### src/rtl/decoder_scan_if.sv
// rtl/decoder_scan_if.sv - control and output bundle of the registered one-hot decoder/scanner
interface decoder_scan_if #(
  parameter int N = 3
);
  logic              enable;
  logic              mode;
  logic [N-1:0]      in;
  logic [(1<<N)-1:0] out;
  logic [N-1:0]      sel;
  logic              wrap;

  modport master (output enable, mode, in, input out, sel, wrap);
  modport slave  (input enable, mode, in, output out, sel, wrap);
endinterface

### src/rtl/decoder_scan.sv
// rtl/decoder_scan.sv - registered N-to-2^N one-hot decoder with direct and auto-scan modes
module decoder_scan #(
  parameter int N     = 3,
  parameter int DWELL = 4
) (
  input  logic           clk,
  input  logic           reset,
  decoder_scan_if.slave  bus
);
  localparam int W  = 1 << N;
  localparam int CW = (DWELL > 1) ? $clog2(DWELL) : 1;
  localparam logic [CW-1:0] CNT_LAST = CW'(DWELL - 1);

  typedef enum logic [1:0] {IDLE, DIRECT, SCAN} state_t;

  state_t        r_state, w_state_nx;
  logic [CW-1:0] r_cnt, w_cnt_nx;
  logic [N-1:0]  r_sel, w_sel_nx;
  logic [W-1:0]  r_out, w_out_nx;
  logic          r_wrap, w_wrap_nx;

  always_ff @(posedge clk or posedge reset) begin
    if (reset) r_state <= IDLE;
    else       r_state <= w_state_nx;
  end

  // Outputs are derived from the next state so that every output is registered on the same edge.
  always_comb begin
    w_state_nx = IDLE;
    w_sel_nx   = '0;
    w_cnt_nx   = '0;
    w_wrap_nx  = 1'b0;
    w_out_nx   = '0;
    if (bus.enable) w_state_nx = bus.mode ? SCAN : DIRECT;
    case (w_state_nx)
      DIRECT: w_sel_nx = bus.in;
      SCAN: begin
        // Entering SCAN leaves sel/cnt at zero: a sweep always restarts at index 0.
        if (r_state == SCAN) begin
          if (r_cnt == CNT_LAST) begin
            w_sel_nx  = r_sel + N'(1);
            w_wrap_nx = &r_sel;
          end else begin
            w_cnt_nx = r_cnt + CW'(1);
            w_sel_nx = r_sel;
          end
        end
      end
      default: ;
    endcase
    if (w_state_nx != IDLE) w_out_nx[w_sel_nx] = 1'b1;
  end

  always_ff @(posedge clk or posedge reset) begin
    if (reset) begin
      r_cnt  <= '0;
      r_sel  <= '0;
      r_out  <= '0;
      r_wrap <= 1'b0;
    end else begin
      r_cnt  <= w_cnt_nx;
      r_sel  <= w_sel_nx;
      r_out  <= w_out_nx;
      r_wrap <= w_wrap_nx;
    end
  end

  assign bus.out  = r_out;
  assign bus.sel  = r_sel;
  assign bus.wrap = r_wrap;
endmodule

### src/flat_wrapper.sv
// flat-port wrapper written by rule: the top's interface ports become plain ports
module decoder_scan_flat 
#(
  parameter int N     = 3,
  parameter int DWELL = 4
)
  (clk, reset, bus_enable, bus_mode, bus_in, bus_out, bus_sel, bus_wrap);
  decoder_scan_if #(.N(N)) bus_i ();
  input  logic clk;
  input  logic reset;
  input wire logic [$bits(bus_i.enable)-1:0] bus_enable;
  input wire logic [$bits(bus_i.mode)-1:0] bus_mode;
  input wire logic [$bits(bus_i.in)-1:0] bus_in;
  output wire logic [$bits(bus_i.out)-1:0] bus_out;
  output wire logic [$bits(bus_i.sel)-1:0] bus_sel;
  output wire logic [$bits(bus_i.wrap)-1:0] bus_wrap;
  assign bus_i.enable = bus_enable;
  assign bus_i.mode = bus_mode;
  assign bus_i.in = bus_in;
  assign bus_out = bus_i.out;
  assign bus_sel = bus_i.sel;
  assign bus_wrap = bus_i.wrap;
  decoder_scan #(.N(N), .DWELL(DWELL)) u_core (.clk(clk), .reset(reset), .bus(bus_i));
endmodule
### config.mk
export PLATFORM = sky130hd
export DESIGN_NAME = decoder_scan_flat
export DESIGN_NICKNAME = d
export VERILOG_FILES = /design/src/rtl/decoder_scan_if.sv /design/src/rtl/decoder_scan.sv /design/src/flat_wrapper.sv
export SDC_FILE = /design/constraint.sdc
export NUM_CORES = 1
export LEC_CHECK = 0
export CAP_MARGIN = 5
export CELL_PAD_IN_SITES_DETAIL_PLACEMENT = 1
export CELL_PAD_IN_SITES_GLOBAL_PLACEMENT = 2
export CORE_ASPECT_RATIO = 0.75
export CORE_UTILIZATION = 25
export DETAILED_ROUTE_END_ITERATION = 8
export PLACE_DENSITY_LB_ADDON = 0.05
export SLEW_MARGIN = 20
export SYNTH_ARGS = -nofsm -noshare
export SYNTH_HDL_FRONTEND = slang
export SYNTH_SLANG_ARGS = --single-unit
### constraint.sdc
create_clock -name clk -period 4.18 [get_ports clk]
set_input_delay 0.836 -clock clk [delete_from_list [all_inputs] [get_ports clk]]
set_output_delay 0.836 -clock clk [all_outputs]
set_load 0.03 [all_outputs]
==> run_results.csv, run 1 <==
group,metric,value,unit
status,outcome,"finished clean",
timing,hold_viol,0,
cts,cts_tree,"yes",
cts,htree_levels,1,
floorplan,chipWidth,61.9,um
worst_setup_path,crit_required,3.34,ns
place,place.gp.congestion,0.737,
timing,final_max_slew_viol_count,0,
power,finalPower,276,uW
worst_setup_path,rrSetupSlack,2.46,ns
worst_setup_path,reg2reg_from,"u_core.bus.sel[0]",
worst_setup_path,cp-end-kind,"output port",
worst_setup_path,slowest_delay,0.70,ns
routing,vias,416,
routing,wl_per_cell,12.2,um
power,p_int,209,uW
global_routing,grt_max_degree,17,
place,dpl.cell_count,99,
synth,syn-instance-count,48,
final_layout,area_growth,34.8,%
synth,netlist_area,672,um^2
power,ir_drop,0.147,mV
place,port_buffers,18,
worst_setup_path,critPathMaxFanout,3,
final_layout,drive_gt1_share,14.7,%
synth,synth-warning-count,0,
synth,synthArstFlopShare,100,%
floorplan,rows,15,
floorplan,core,2420,um^2
worst_setup_path,cp-endpoint,"bus_sel[2]",
worst_setup_path,worst_path_max_delay_cell,"clkdlybuf4s50_1",
cts,clock_path_buffers,2,
cts,post-cts-setup-buffers,0,
global_routing,grt_pass1_vias,430,
worst_setup_path,criticalPathCategory,"flop to output port",
worst_setup_path,r2r-end,"u_core.bus.out[0]",
timing,rsz0062_at_grt,"no",
synth,synth.distinct_cells,18,
cts,numCtsBuffers,3,
floorplan,initial_core_util,27.8,%
routing,via_per_inst,4.08,
power,pwr-share-comb,13.6,%
routing,drc,0,
global_routing,grt_overflow_total,0,
worst_setup_path,arrival,1.40,ns
timing,whs,0.458,ns
routing,detail-route-antenna-nets,0,
worst_setup_path,cp_top_family,"buffers and inverters",
floorplan,die_area,2900,um^2
cts,clkSinkCount,16,
timing,finalClockSkew,0.00125,ns
routing,firstDrtPassIters,2,
timing,period_minus_slack,2.23,ns
worst_setup_path,critPathLaunch,"u_core.bus.sel[2]",
worst_setup_path,critical_path.startpoint_type,"flop",
cts,clk_latency,0.28,ns
cts,cts_hold_repair.buffers,0,
global_routing,grt_pass1_wl,2050,um
power,p_seq_share,58.5,%
final_layout,fin_cells,102,
timing,tightest_slew,0.593,ns
worst_setup_path,crit_buf_inv,1,
routing,dr.first_iter.drc_count,7,
flow_run,maxCapViolations,0,
worst_setup_path,cp_num_cells,1,
cts,clock-root-buffer,"clkbuf_4",
place,dpl.hpwl,1020,um
power,switching_share,24.2,%
cts,path_clk_slew,0.08,ns
final_layout,finalCoreUtilization,37.4,%
worst_setup_path,path_cells,"clkdlybuf4s50_1",
synth,ys_seq_elements,16,
timing,fin_crit_sh,53.5,%
power,pwr-share-clk,27.9,%
synth,synth_edf_count,0,
timing,slew_headroom,60.5,%
final_layout,final_net_count,80,
hold_path,hold_path.class,"flop to flop",
timing,fin_tns_setup,0,ns
floorplan,ios,19,
final_layout,antenna_cells,0,
global_routing,antenna_found_initial,0,
worst_setup_path,reg2reg_depth,6,
power,power_density,305,nW/um^2
timing,fmax,448,MHz
synth,synth-seq-area-share,59.6,%
global_routing,groute.usage.overall,10.6,%
timing,setup_violations,0,
hold_path,min_from,"u_core.r_cnt[0]",
synth,synth_ff_type,"dfrtp_1",
routing,wl,1250,um
synth,syn_area_per_cell,14.0,um^2
cts,ctsResizeCount,0,
power,power_switching,66.7,uW
power,p_leak,0.413,nW
synth,synthesis.nets,58,
floorplan,die_h,46.9,um
[per-stage QoR]
stage / cell area [um^2] / setup slack [ns]
2_1_floorplan: 672 / 2.48
3_3_place_gp: 883 / 1.84
3_5_place_dp: 883 / 1.90
4_1_cts: 906 / 1.92
5_1_grt: 906 / 1.86
6_report: 906 / 1.95
[how the worst min path moves through the flow]
| stage | endpoint | cells after the start |
|---|---|---|
| 2_1_floorplan | u_core.r_cnt[0] | 1 |
| 3_3_place_gp | u_core.r_cnt[0] | 1 |
| 3_5_place_dp | u_core.r_cnt[0] | 1 |
| 4_1_cts | u_core.r_cnt[0] | 1 |
| 5_1_grt | u_core.r_cnt[0] | 1 |
| 6_report | u_core.r_cnt[0] | 1 |
[metal layers]
metal  GRT usage [%]  wire [um]
met5               0          0
met4            2.67          0
met3            5.51         92
met2            15.9        539
met1            13.7        616
[final cells by class]
| cell class | count | area (um^2) |
|---|---|---|
| inverters | 6 | 22.5 |
| well taps | 34 | 42.5 |
| flip-flops and latches | 16 | 400 |
| repair buffers | 18 | 180 |
| fillers | 247 | 1520 |
| clock buffers | 3 | 22.5 |
| multi-input cells | 25 | 238 |
[power by group through the flow]
| stage | logic [mW] | registers, mW | clock network, mW |
|---|---|---|---|
| after floorplan | 0.0149 | 0.171 | 0 |
| after global placement | 0.0384 | 0.165 | 0 |
| after detailed placement | 0.0384 | 0.165 | 0 |
| after CTS | 0.0385 | 0.162 | 0.0828 |
| after global routing | 0.0409 | 0.162 | 0.0903 |
| final | 0.0376 | 0.161 | 0.0769 |
[placed cells by master (no fill, tap or decap)]
| cell | instances |
|---|---|
| a2bb2oi_1 | 1 |
| a2bb2oi_2 | 1 |
| a2bb2oi_4 | 1 |
| and2_1 | 1 |
| clkbuf_4 | 3 |
| clkdlybuf4s50_1 | 18 |
| dfrtp_1 | 16 |
| ha_1 | 3 |
| inv_1 | 4 |
| inv_2 | 2 |
| mux2i_1 | 1 |
| mux2i_4 | 1 |
| nand2_1 | 1 |
| nand4b_4 | 1 |
| nor2_1 | 2 |
| nor2b_4 | 1 |
| nor3_1 | 9 |
| o221ai_1 | 1 |
| xnor2_1 | 1 |
[synthesized netlist by cell type (2+ instances only)]
master | number | area share (%)
nor3_1 | 9 | 6.7
dfrtp_1 | 16 | 60
nor2_1 | 2 | 1.1
inv_1 | 4 | 2.2
ha_1 | 3 | 5.6
inv_2 | 2 | 1.1
[state kept, by name, summed over array words and instances (netlist names)]
| signal | flops |
|---|---|
| u_core.bus.out | 8 |
| u_core.bus.sel | 3 |
| u_core.bus.wrap | 1 |
| u_core.r_cnt | 2 |
| u_core.r_state | 2 |
[logic make-up after synthesis]
| family | count (synthesis) | share of synthesized area (%) |
|---|---|---|
| DFF | 16 | 59.6 |
| and+or+nand+nor | 15 | 14.9 |
| buffers and inverters | 7 | 5.03 |
| AOI/OAI and AO/OA | 4 | 8.75 |
| adders and majority gates | 3 | 5.59 |
| muxes | 2 | 4.84 |
| xor gates and xnor gates | 1 | 1.30 |
Power figures use the tool's default switching activity.
==> inputs of run 2 (changes only) <==
Clock period 4.18 ns to 2.15 ns, I/O delays scaled along.
==> results of run 2 <==
The final DEF is identical to that of run 1. Status: finished clean.
Among the figures that moved: setup slack after placement 1.90 ns -> 0.281 ns; setup slack after layout 1.95 ns -> 0.322 ns; register-to-register setup slack 2.46 ns -> 0.43 ns; total power 0.276 mW -> 0.537 mW; worst IR drop on VDD 0.147 mV -> 0.286 mV
==> inputs of run 3 (changes only) <==
Settings changed: ABC_AREA set to 1, HOLD_SLACK_MARGIN set to 0.15.
==> run 3 against run 2 <==
Design area up 1.5%; flip-flop and latch count unchanged; die area shrank 1.6%; sequential power barely moved; sequential share of layout area decreased by 0.66 points; critical path depth did not move; register-to-register slack improved by 0.24 ns; total power up 9.3%; clock power is 34% higher; fmax up 1.8%.
==> run_results.csv, run 3 <==
group,metric,value,unit
synth,synth.top_cells.by_count,"nand2_1 (20), dfrtp_1 (16), inv_1 (12), nor2_1 (12), ha_1 (3)",
worst_setup_path,cp_top_family,"buffers and inverters",
worst_setup_path,arrival,1.37,ns
cts,post-cts-setup-buffers,0,
place,pre_cts_slack,0.453,ns
power,p_leak,0.476,nW
final_layout,n_fill_cell,318,
global_routing,grt_pass1_vias,447,
final_layout,multi_input_area,209,um^2
place,dpl.hpwl,1030,um
cts,ctsResizeCount,0,
synth,synthesis.nets,81,
final_layout,final_net_count,104,
synth,synth-warning-count,0,
synth,synthArstFlopShare,100,%
final_layout,mostFrequentLayoutCell,"nand2_1",
floorplan,core,2400,um^2
cts,htree_levels,1,
power,power_density,638,nW/um^2
final_layout,fin_cells,127,
cts,clock_path_buffers,2,
worst_setup_path,criticalPathCategory,"flop to output port",
floorplan,initial_core_util,27.5,%
floorplan,die_area,2850,um^2
flow_run,maxCapViolations,0,
final_layout,largest_reg_flops,8,
synth,synth_top_area_share,60.6,%
place,dpl.cell_count,123,
timing,rsz0062_at_grt,"no",
worst_setup_path,crit_buf_inv,1,
routing,wl,1290,um
timing,finalClockSkew,0.00187,ns
final_layout,finalCoreUtilization,38.3,%
global_routing,groute.usage.overall,10.4,%
timing,setup_violations,0,
timing,fin_tns_setup,0,ns
floorplan,chipWidth,61.4,um
final_layout,antenna_cells,0,
global_routing,grt_overflow_total,0,
timing,tightest_slew,0.601,ns
synth,syn-instance-count,71,
timing,period_minus_slack,1.80,ns
cts,clk_latency,0.28,ns
routing,wl_per_cell,10.2,um
worst_setup_path,path_cells,"clkdlybuf4s50_1",
synth,netlist_area,661,um^2
synth,syn_area_per_cell,9.30,um^2
final_layout,final_cell_mix,"nand2_1 (20), clkdlybuf4s50_1 (18), dfrtp_1 (16), inv_1 (12), nor2_1 (12)",
routing,drc,0,
floorplan,rows,15,
floorplan,ios,19,
cts,clock-root-buffer,"clkbuf_4",
place,port_buffers,18,
place,place.gp.congestion,0.653,
timing,fin_ws,0.354,ns
worst_setup_path,crit_required,1.72,ns
synth,synth.distinct_cells,12,
power,finalPower,586,uW
cts,cts_tree,"yes",
routing,firstDrtPassIters,4,
synth,synth_top_area_cell,"dfrtp_1",
routing,detail-route-antenna-nets,0,
timing,hold_viol,0,
global_routing,grt_pass1_wl,1990,um
final_layout,drive_gt1_share,7.53,%
status,outcome,"finished clean",
power,ir_drop,0.306,mV
routing,dr.first_iter.drc_count,5,
worst_setup_path,critical_path.startpoint_type,"flop",
global_routing,grt_max_degree,17,
final_layout,area_growth,39.2,%
cts,cts_hold_repair.buffers,0,
synth,ys_seq_elements,16,
synth,synth-seq-area-share,60.6,%
timing,slew_headroom,59.9,%
worst_setup_path,slowest_delay,0.69,ns
synth,netlist_top_cells_area,"dfrtp_1 (61%), nand2_1 (11%), inv_1 (6.8%), nor2_1 (6.8%), ha_1 (5.7%)",
final_layout,seqCellArea,400,um^2
cts,numCtsBuffers,3,
synth,yosysMostFrequentCell,"nand2_1",
hold_path,hold_path.class,"flop to flop",
worst_setup_path,critPathMaxFanout,3,
synth,synth_edf_count,0,
cts,path_clk_slew,0.10,ns
timing,fin_crit_sh,83.5,%
routing,vias,497,
routing,via_per_inst,3.91,
timing,final_max_slew_viol_count,0,
worst_setup_path,worst_path_max_delay_cell,"clkdlybuf4s50_1",
synth,synth_ff_type,"dfrtp_1",
timing,fmax,557,MHz
floorplan,die_h,46.5,um
worst_setup_path,cp-end-kind,"output port",
cts,clkSinkCount,16,
global_routing,antenna_found_initial,0,
[run 3: cell count changes after synthesis, moves of 2 or more]
cell and change:
inv_1 +8, nand2_1 +19, inv_2 -2, nor3_1 -8, nor2_1 +10, a21oi_1 +2
[run 3: cells by family (layout without fill, tap and decap cells)]
logic type,after synthesis,count (layout),share of synthesized area (%)
AOI/OAI and AO/OA,2,2,1.52
DFF,16,16,60.6
xor gates and xnor gates,1,1,1.33
buffers and inverters,13,35,7.77
adders and majority gates,3,3,5.68
and+or+nand+nor,36,36,23.1
[run 3: through the flow]
stage               instance area, um^2  hold slack, ns
floorplan                           661           0.344
global placement                    883           0.427
detailed placement                  883           0.432
CTS                                 920           0.446
global route                        920           0.471
finish                              920           0.446
[run 3: cell type report]
| cell class | instances | share of cell area (%) |
|---|---|---|
| clock buffer | 4 | 3.95 |
| inverter | 13 | 5.58 |
| multi-input combinational | 42 | 22.7 |
| sequential | 16 | 43.5 |
| tap | 34 | 4.63 |
| timing repair buffer | 18 | 19.6 |
[run 3: path summary, 6_finish.rpt]
kind	cells past startpoint	to	from	slack (ns)
max in group asynchronous	2	u_core.bus.wrap	reset	1.25
worst min register to register	1	u_core.r_cnt[0]	u_core.r_cnt[0]	0.45
worst min-delay path	1	u_core.r_cnt[0]	u_core.r_cnt[0]	0.45
worst max-delay path	1	bus_sel[0]	u_core.bus.sel[0]	0.35
min in group asynchronous	2	u_core.bus.out[6]	reset	0.51
worst max register to register	7	u_core.bus.out[0]	u_core.bus.sel[0]	0.67
[run 3: per-layer routing]
| layer | global-route usage, % | routed length, um |
|---|---|---|
| met1 | 12.8 | 626 |
| met2 | 15.7 | 564 |
| met3 | 5.90 | 90 |
| met4 | 2.67 | 10 |
| met5 | 0 | 0 |
[run 3: worst register-to-register path, stage by stage (launching register included)]
cell and delay, ns:
dfrtp_1 0.42, ha_1 0.21, ha_1 0.27, nand2_1 0.07, nand2_1 0.07, a21oi_1 0.19
nand2_1 0.10, nor2_1 0.09
[run 3: report_power, final]
group,leakage [nW],switching (mW),internal (mW),total [mW]
Clock,0.0210,0.0978,0.103,0.201
Sequential,0.217,0.00401,0.310,0.314
Combinational,0.238,0.0423,0.0293,0.0716
Total,0.476,0.144,0.442,0.586
